===== src/rtl/cfg_sequencer.sv =====
// Config-port sequencer: boots the default filter rule set, verifies it by readback,
// then passes host writes/reads to the register file. CFG_WRITE_LOCK_EN adds a host write lock.
module cfg_sequencer #(
  parameter int unsigned NUM_WORDS = 7,
  parameter int unsigned ADDR_W    = 4,
  parameter int unsigned DATA_W    = 32
) (
  input  logic              clk,
  input  logic              rst_n,
  input  logic              boot_start,
  input  logic              host_wr_valid,
  output logic              host_wr_ready,
  input  logic [ADDR_W-1:0] host_waddr,
  input  logic [DATA_W-1:0] host_wdata,
  input  logic              host_rd_valid,
  output logic              host_rd_ready,
  input  logic [ADDR_W-1:0] host_raddr,
  output logic              host_rd_resp_valid,
  output logic [DATA_W-1:0] host_rdata,
  output logic              cfg_we,
  output logic [ADDR_W-1:0] cfg_waddr,
  output logic [DATA_W-1:0] cfg_wdata,
  output logic [ADDR_W-1:0] cfg_raddr,
  input  logic [DATA_W-1:0] cfg_rdata,
  output logic              filter_hold,
  output logic              boot_done,
  output logic              boot_err,
`ifdef CFG_WRITE_LOCK_EN
  output logic [7:0]        lock_drop_cnt,
`endif
  output logic [ADDR_W-1:0] err_addr
);

  localparam int unsigned IDX_W = (NUM_WORDS > 1) ? $clog2(NUM_WORDS) : 1;
  localparam logic [IDX_W-1:0] LastIdx = IDX_W'(NUM_WORDS - 1);

  typedef enum logic [1:0] {StBootWr, StBootVfy, StHost} state_e;

  state_e           state;
  logic [IDX_W-1:0] idx;
  logic             verify_bad;
  logic             wr_blocked;

  function automatic logic [DATA_W-1:0] rom(input logic [IDX_W-1:0] i);
    case (int'(i))
      0:       rom = DATA_W'(32'hDEAD_BEEF);
      1:       rom = DATA_W'(32'h0000_CAFE);
      2:       rom = DATA_W'(32'h0000_0800);
      3:       rom = DATA_W'(32'h0000_0011);
      4:       rom = DATA_W'(32'h0A00_0100);
      5:       rom = DATA_W'(32'hFFFF_FFFC);
      6:       rom = DATA_W'(32'h0000_63DD);
      default: rom = '0;
    endcase
  endfunction

`ifdef CFG_WRITE_LOCK_EN
  localparam logic [ADDR_W-1:0] LockAddr = {ADDR_W{1'b1}};
  logic lock;
  assign wr_blocked = lock;
`else
  assign wr_blocked = 1'b0;
`endif

  assign host_wr_ready = (state == StHost);
  assign host_rd_ready = (state == StHost);
  assign boot_done     = (state == StHost);
  assign filter_hold   = (state != StHost);

  // Port drive is gated by rst_n so the register file sees no write while reset is held.
  always_comb begin
    cfg_we     = 1'b0;
    cfg_waddr  = '0;
    cfg_wdata  = '0;
    cfg_raddr  = '0;
    verify_bad = 1'b0;
    if (rst_n) begin
      unique case (state)
        StBootWr: begin
          cfg_we    = 1'b1;
          cfg_waddr = ADDR_W'(idx);
          cfg_wdata = rom(idx);
        end
        StBootVfy: begin
          cfg_raddr  = ADDR_W'(idx);
          verify_bad = (cfg_rdata != rom(idx));
        end
        StHost: begin
          cfg_we    = host_wr_valid && !wr_blocked;
          cfg_waddr = host_waddr;
          cfg_wdata = host_wdata;
          cfg_raddr = host_raddr;
        end
        default: ;
      endcase
    end
  end

  always_ff @(posedge clk or negedge rst_n) begin
    if (!rst_n) begin
      state              <= StBootWr;
      idx                <= '0;
      host_rd_resp_valid <= 1'b0;
      host_rdata         <= '0;
      boot_err           <= 1'b0;
      err_addr           <= '0;
`ifdef CFG_WRITE_LOCK_EN
      lock               <= 1'b0;
      lock_drop_cnt      <= '0;
`endif
    end else begin
      host_rd_resp_valid <= 1'b0;
      unique case (state)
        StBootWr: begin
          if (idx == LastIdx) begin
            idx   <= '0;
            state <= StBootVfy;
          end else begin
            idx <= idx + IDX_W'(1);
          end
        end
        StBootVfy: begin
          if (verify_bad && !boot_err) begin
            boot_err <= 1'b1;
            err_addr <= ADDR_W'(idx);
          end
          if (idx == LastIdx) begin
            idx   <= '0;
            state <= StHost;
          end else begin
            idx <= idx + IDX_W'(1);
          end
        end
        StHost: begin
          if (host_rd_valid) begin
            host_rd_resp_valid <= 1'b1;
            host_rdata         <= cfg_rdata;
`ifdef CFG_WRITE_LOCK_EN
            if (host_raddr == LockAddr) host_rdata <= DATA_W'(lock);
`endif
          end
`ifdef CFG_WRITE_LOCK_EN
          if (host_wr_valid) begin
            if (lock) begin
              if (lock_drop_cnt != 8'hFF) lock_drop_cnt <= lock_drop_cnt + 8'd1;
            end else if (host_waddr == LockAddr && host_wdata[0]) begin
              lock <= 1'b1;
            end
          end
`endif
          if (boot_start) begin
            state    <= StBootWr;
            idx      <= '0;
            boot_err <= 1'b0;
            err_addr <= '0;
          end
        end
        default: state <= StBootWr;
      endcase
    end
  end

endmodule


===== config.mk =====
export PLATFORM = sky130hd
export DESIGN_NAME = cfg_sequencer
export DESIGN_NICKNAME = d
export VERILOG_FILES = /design/src/rtl/cfg_sequencer.sv
export SDC_FILE = /design/constraint.sdc
export NUM_CORES = 1
export LEC_CHECK = 0
export ABC_CLOCK_PERIOD_IN_PS = 3560
export BUFFER_PORTS_ARGS = -buffer_cell sky130_fd_sc_hd__buf_4
export CORE_AREA = 10 10 89 91
export CTS_BUF_LIST = sky130_fd_sc_hd__clkbuf_4
export DETAILED_ROUTE_END_ITERATION = 6
export DIE_AREA = 0 0 99 101
export GPL_TIMING_DRIVEN = 0
export HOLD_SLACK_MARGIN = 0.05
export PLACE_DENSITY = 0.81
export SLEW_MARGIN = 20
export SYNTH_ARGS = -nofsm -noshare
export SYNTH_HDL_FRONTEND = slang
export SYNTH_SLANG_ARGS = --single-unit

===== constraint.sdc =====
create_clock -name clk -period 3.56 [get_ports clk]
set_input_delay 0.356 -clock clk [delete_from_list [all_inputs] [get_ports clk]]
set_output_delay 0.356 -clock clk [all_outputs]
set_load 0.02 [all_outputs]

==> metrics.log <==
[metrics] status: complete, no violations
[metrics] Worst path most repeated cell: sky130_fd_sc_hd__buf_2
[metrics] post-synthesis cell type count: 46
[metrics] detailed-routing iteration count for the pre-antenna-repair pass: 4
[metrics] Pins Over Slew Limit: 0
[metrics] global placer's final weighted congestion: 0.826
[metrics] worst slack on hold paths: 254 ps
[metrics] Netlist Area Pre-Place: 0.00270 mm2
[metrics] largest fanout on the critical path: 10
[metrics] all-layer global routing usage: 0.187
[metrics] most repeated cell in the gate-level netlist after synthesis: sky130_fd_sc_hd__dfrtp_1
[metrics] Setup Crit Path Kind: flip-flop to flip-flop
[metrics] post-synth net total: 373
[metrics] drt total wl: 9870 um
[metrics] fraction of met1 tracks used by global routing: 0.202
[metrics] H-tree level count: 2
[metrics] MaxCap Viol Count: 0
[metrics] final setup skew: 4.44 ps
[metrics] DPL Wire Length: 8090 um
[metrics] sequential cell area fraction in the yosys report: 0.390
[metrics] number of failing setup endpoints in the final timing report: 0
[metrics] setup repair bufs after CTS: 0
[metrics] DR WL/cell: 18.5 um
[metrics] share of flip-flops with an asynchronous set or reset after synthesis: 1.00
[metrics] number of warnings printed during yosys synthesis: 0
[metrics] cell row count: 29
[metrics] post-layout minimum cycle time: 3260 ps
[metrics] core area: 0.00620 mm2
[metrics] Post-Syn Area per Cell: 9.26 um2
[metrics] number of clock sinks: 42
[metrics] worst setup path endpoint: err_addr[0]
[metrics] capture point of the worst reg-to-reg path: err_addr[0]
[metrics] area added between synthesis and finish: 49.5%
[metrics] number of flops mapped to enable cells by yosys: 0
[metrics] largest area contributor in the synthesized netlist: sky130_fd_sc_hd__dfrtp_1
[metrics] data required time of the critical path: 3800 ps
[metrics] PwrDens: 787 mW/mm2
[metrics] leakage power: 2.22 nW
[metrics] register-to-register setup slack: 300 ps
[metrics] number of DRC violations after detailed routing: 0
[metrics] number of clock buffers inserted by TritonCTS: 5
[metrics] number of diodes: 0
[metrics] Clock Tree Root: sky130_fd_sc_hd__clkbuf_4
[metrics] slew at the pin closest to its max-slew limit: 646 ps
[metrics] fillcell total: 549
[metrics] startpoint of the worst register-to-register path: idx[1]
[metrics] Place WS: 191 ps
[metrics] Most used DFF post-synth: sky130_fd_sc_hd__dfrtp_1
[metrics] global-route wire length before repair: 15300 um
[metrics] latest clock arrival within the worst-skew pair: 340 ps
[metrics] starting utilization of the core area: 0.434
[metrics] worst min-delay path class: input port to flip-flop
[metrics] routed vias: 2857
[metrics] synthesized instance count: 291
[metrics] arrival time reported for the critical path endpoint: 3500 ps
[metrics] crit-path max cell delay: 520 ps
[metrics] antenna violations before repair: 0
[metrics] via count of the first global-routing pass: 2949
[metrics] worst path cell trace: buf_2, buf_2, clkbuf_2, nand2_1, inv_1, ha_1, nor4_1, nand3b_1, o21ai_0, o211ai_1, or4_1, buf_2, and3_1, a211o_1
[metrics] area share of the leading cell type in the synthesized netlist: 0.390
[metrics] remaining antenna violation count after routing: 0
[metrics] type of origin of the critical path: flip-flop
[metrics] Clk pin slew, worst setup/hold paths: 120 ps
[metrics] # nets final: 539
[metrics] Worst setup startpoint: idx[1]
[metrics] die width: 99 um
[metrics] RSZ-0062 raised after global routing: no
[metrics] overall die area: 0.0100 mm2
[metrics] worst vdd ir: 0.000493 V
[metrics] Vias/cell: 5.36
[metrics] Final WS setup: 301 ps
[metrics] summed negative setup slack over all endpoints: 0 ps
[metrics] Synth Register Bits: 42
[metrics] maximum buffer depth of the clock tree: 2
[metrics] Fin. Hold Viols: 0
[metrics] final clock period utilization by the worst path: 0.915
[metrics] layer with the highest usage after global routing: met2
[metrics] worst slew slack as a fraction of its limit: 0.569
[metrics] share of final-layout standard cells stronger than drive strength 1: 0.452
[metrics] count of buffers from port buffering: 158
[metrics] cell types with the largest area share after synthesis: sky130_fd_sc_hd__dfrtp_1 (39%), sky130_fd_sc_hd__mux2_2 (13%), sky130_fd_sc_hd__a21o_1 (7.0%)
[metrics] top cell types by occurrence after synthesis: sky130_fd_sc_hd__dfrtp_1 (42), sky130_fd_sc_hd__nand2_1 (32), sky130_fd_sc_hd__mux2_2 (31)
[metrics] largest net degree at the start of global routing: 51
[metrics] achievable clock frequency: 307 MHz
[metrics] Top-Level Pins: 160
[metrics] GRT met2 Usage: 0.322
[metrics] global-route congestion overflow total: 0
[metrics] die span in y: 101 um
[metrics] iteration-0 DRC count of the detailed router: 136
[metrics] Critical Path Sink Type: flip-flop
[metrics] clock tree from TritonCTS: done
[metrics] path depth of the worst reg2reg path: 14
[metrics] CP max stage cell: sky130_fd_sc_hd__or4_1
[metrics] met3 Track Usage GR: 0.0850
cells in the final DEF, fill, tap and decap left out, types with 2 or more instances in the layout:
master	count
sky130_fd_sc_hd__buf_4	161
sky130_fd_sc_hd__dfrtp_1	42
sky130_fd_sc_hd__nand2_1	32
sky130_fd_sc_hd__mux2_2	31
sky130_fd_sc_hd__a21o_1	25
sky130_fd_sc_hd__o21ai_0	25
sky130_fd_sc_hd__nor2_1	18
sky130_fd_sc_hd__clkbuf_1	12
sky130_fd_sc_hd__inv_1	10
sky130_fd_sc_hd__a21oi_1	8
sky130_fd_sc_hd__nor3_1	6
sky130_fd_sc_hd__and3_1	6
sky130_fd_sc_hd__nor4_1	5
sky130_fd_sc_hd__xor2_1	5
sky130_fd_sc_hd__nand3_1	5
sky130_fd_sc_hd__ha_1	5
sky130_fd_sc_hd__clkbuf_4	5
sky130_fd_sc_hd__buf_6	3
sky130_fd_sc_hd__buf_2	3
sky130_fd_sc_hd__nor2b_1	3
sky130_fd_sc_hd__nand3b_1	3
sky130_fd_sc_hd__a22oi_1	3
sky130_fd_sc_hd__nor3b_1	3
sky130_fd_sc_hd__a211o_1	3
sky130_fd_sc_hd__and2_1	2
sky130_fd_sc_hd__a22o_1	2
sky130_fd_sc_hd__o31ai_1	2
sky130_fd_sc_hd__xnor2_1	2
sky130_fd_sc_hd__o211ai_1	2
sky130_fd_sc_hd__nand4_1	2
sky130_fd_sc_hd__a211oi_1	2
sky130_fd_sc_hd__a31oi_1	2
through the flow:
stage                util  std cells  area [um2]  power (mW)
floorplan               -        291        2700        2.07
global placement    0.641        526        3980        2.93
detailed placement  0.641        526        3980        2.99
CTS                 0.649        533        4030        3.20
global route        0.650        533        4030        3.40
finish              0.650        533        4030        3.17
critical path: cells and delay by family (launching register included):
family / cells / cell delay (ps)
and+or+nand+nor: 5 / 1140
AOI/OAI and AO/OA: 3 / 480
buffers and inverters: 5 / 860
DFF: 1 / 430
adders and majority gates: 1 / 240
where the power goes:
group          internal (mW)  switching, mW
Sequential             0.696          0.125
Combinational          0.943           1.19
Clock                 0.0678          0.146
Total                   1.71           1.46
layer usage:
metal,vias to the layer above,wire length (um)
met5,-,0
met4,0,180
met3,15,1270
met2,153,4650
met1,1330,3770
li1,1359,-
sequential cells by signal, indices dropped and copies added, names as in the netlist:
register and flops:
host_rdata 32, err_addr 3, idx 3, state 2, boot_err 1, host_rd_resp_valid 1
cells by family (layout without fill, tap and decap cells):
logic type | Yosys count | after routing | share of synthesized area
flops | 42 | 42 | 0.390
fa+ha+maj | 5 | 5 | 0.0232
mux | 32 | 32 | 0.133
simple gates | 91 | 91 | 0.168
xor+xnor | 8 | 8 | 0.0288
buf+inv | 32 | 197 | 0.0585
other cells | 1 | 1 | 0.00139
compound gates | 80 | 80 | 0.197
final cells by class:
class,count,area [um2],area share
Inverter,10,37.5,0.00931
Timing Repair Buffer,159,1200,0.297
Buffer,22,121,0.0301
Sequential cell,42,1050,0.261
Tap cell,77,96.3,0.0239
Clock inverter,1,3.75,0.000931
Multi-Input combinational cell,217,1490,0.369
Clock buffer,5,37.5,0.00931
how the worst min path moves through the flow:
stage,from,end,depth (start not counted)
after global placement,rst_n,host_rd_resp_valid,1
after CTS,cfg_rdata[10],host_rdata[10],2
final,cfg_rdata[31],host_rdata[31],2
after floorplan,rst_n,boot_err,0
after detailed placement,rst_n,host_rdata[3],1
after global routing,cfg_rdata[2],host_rdata[2],2
what timing repair did:
action,CTS,global route
endpoints found under the setup margin,0,3
resized for setup,0,2
hold buffers,1,0
endpoints found under the hold margin,42,0
Power figures use the tool's default switching activity.
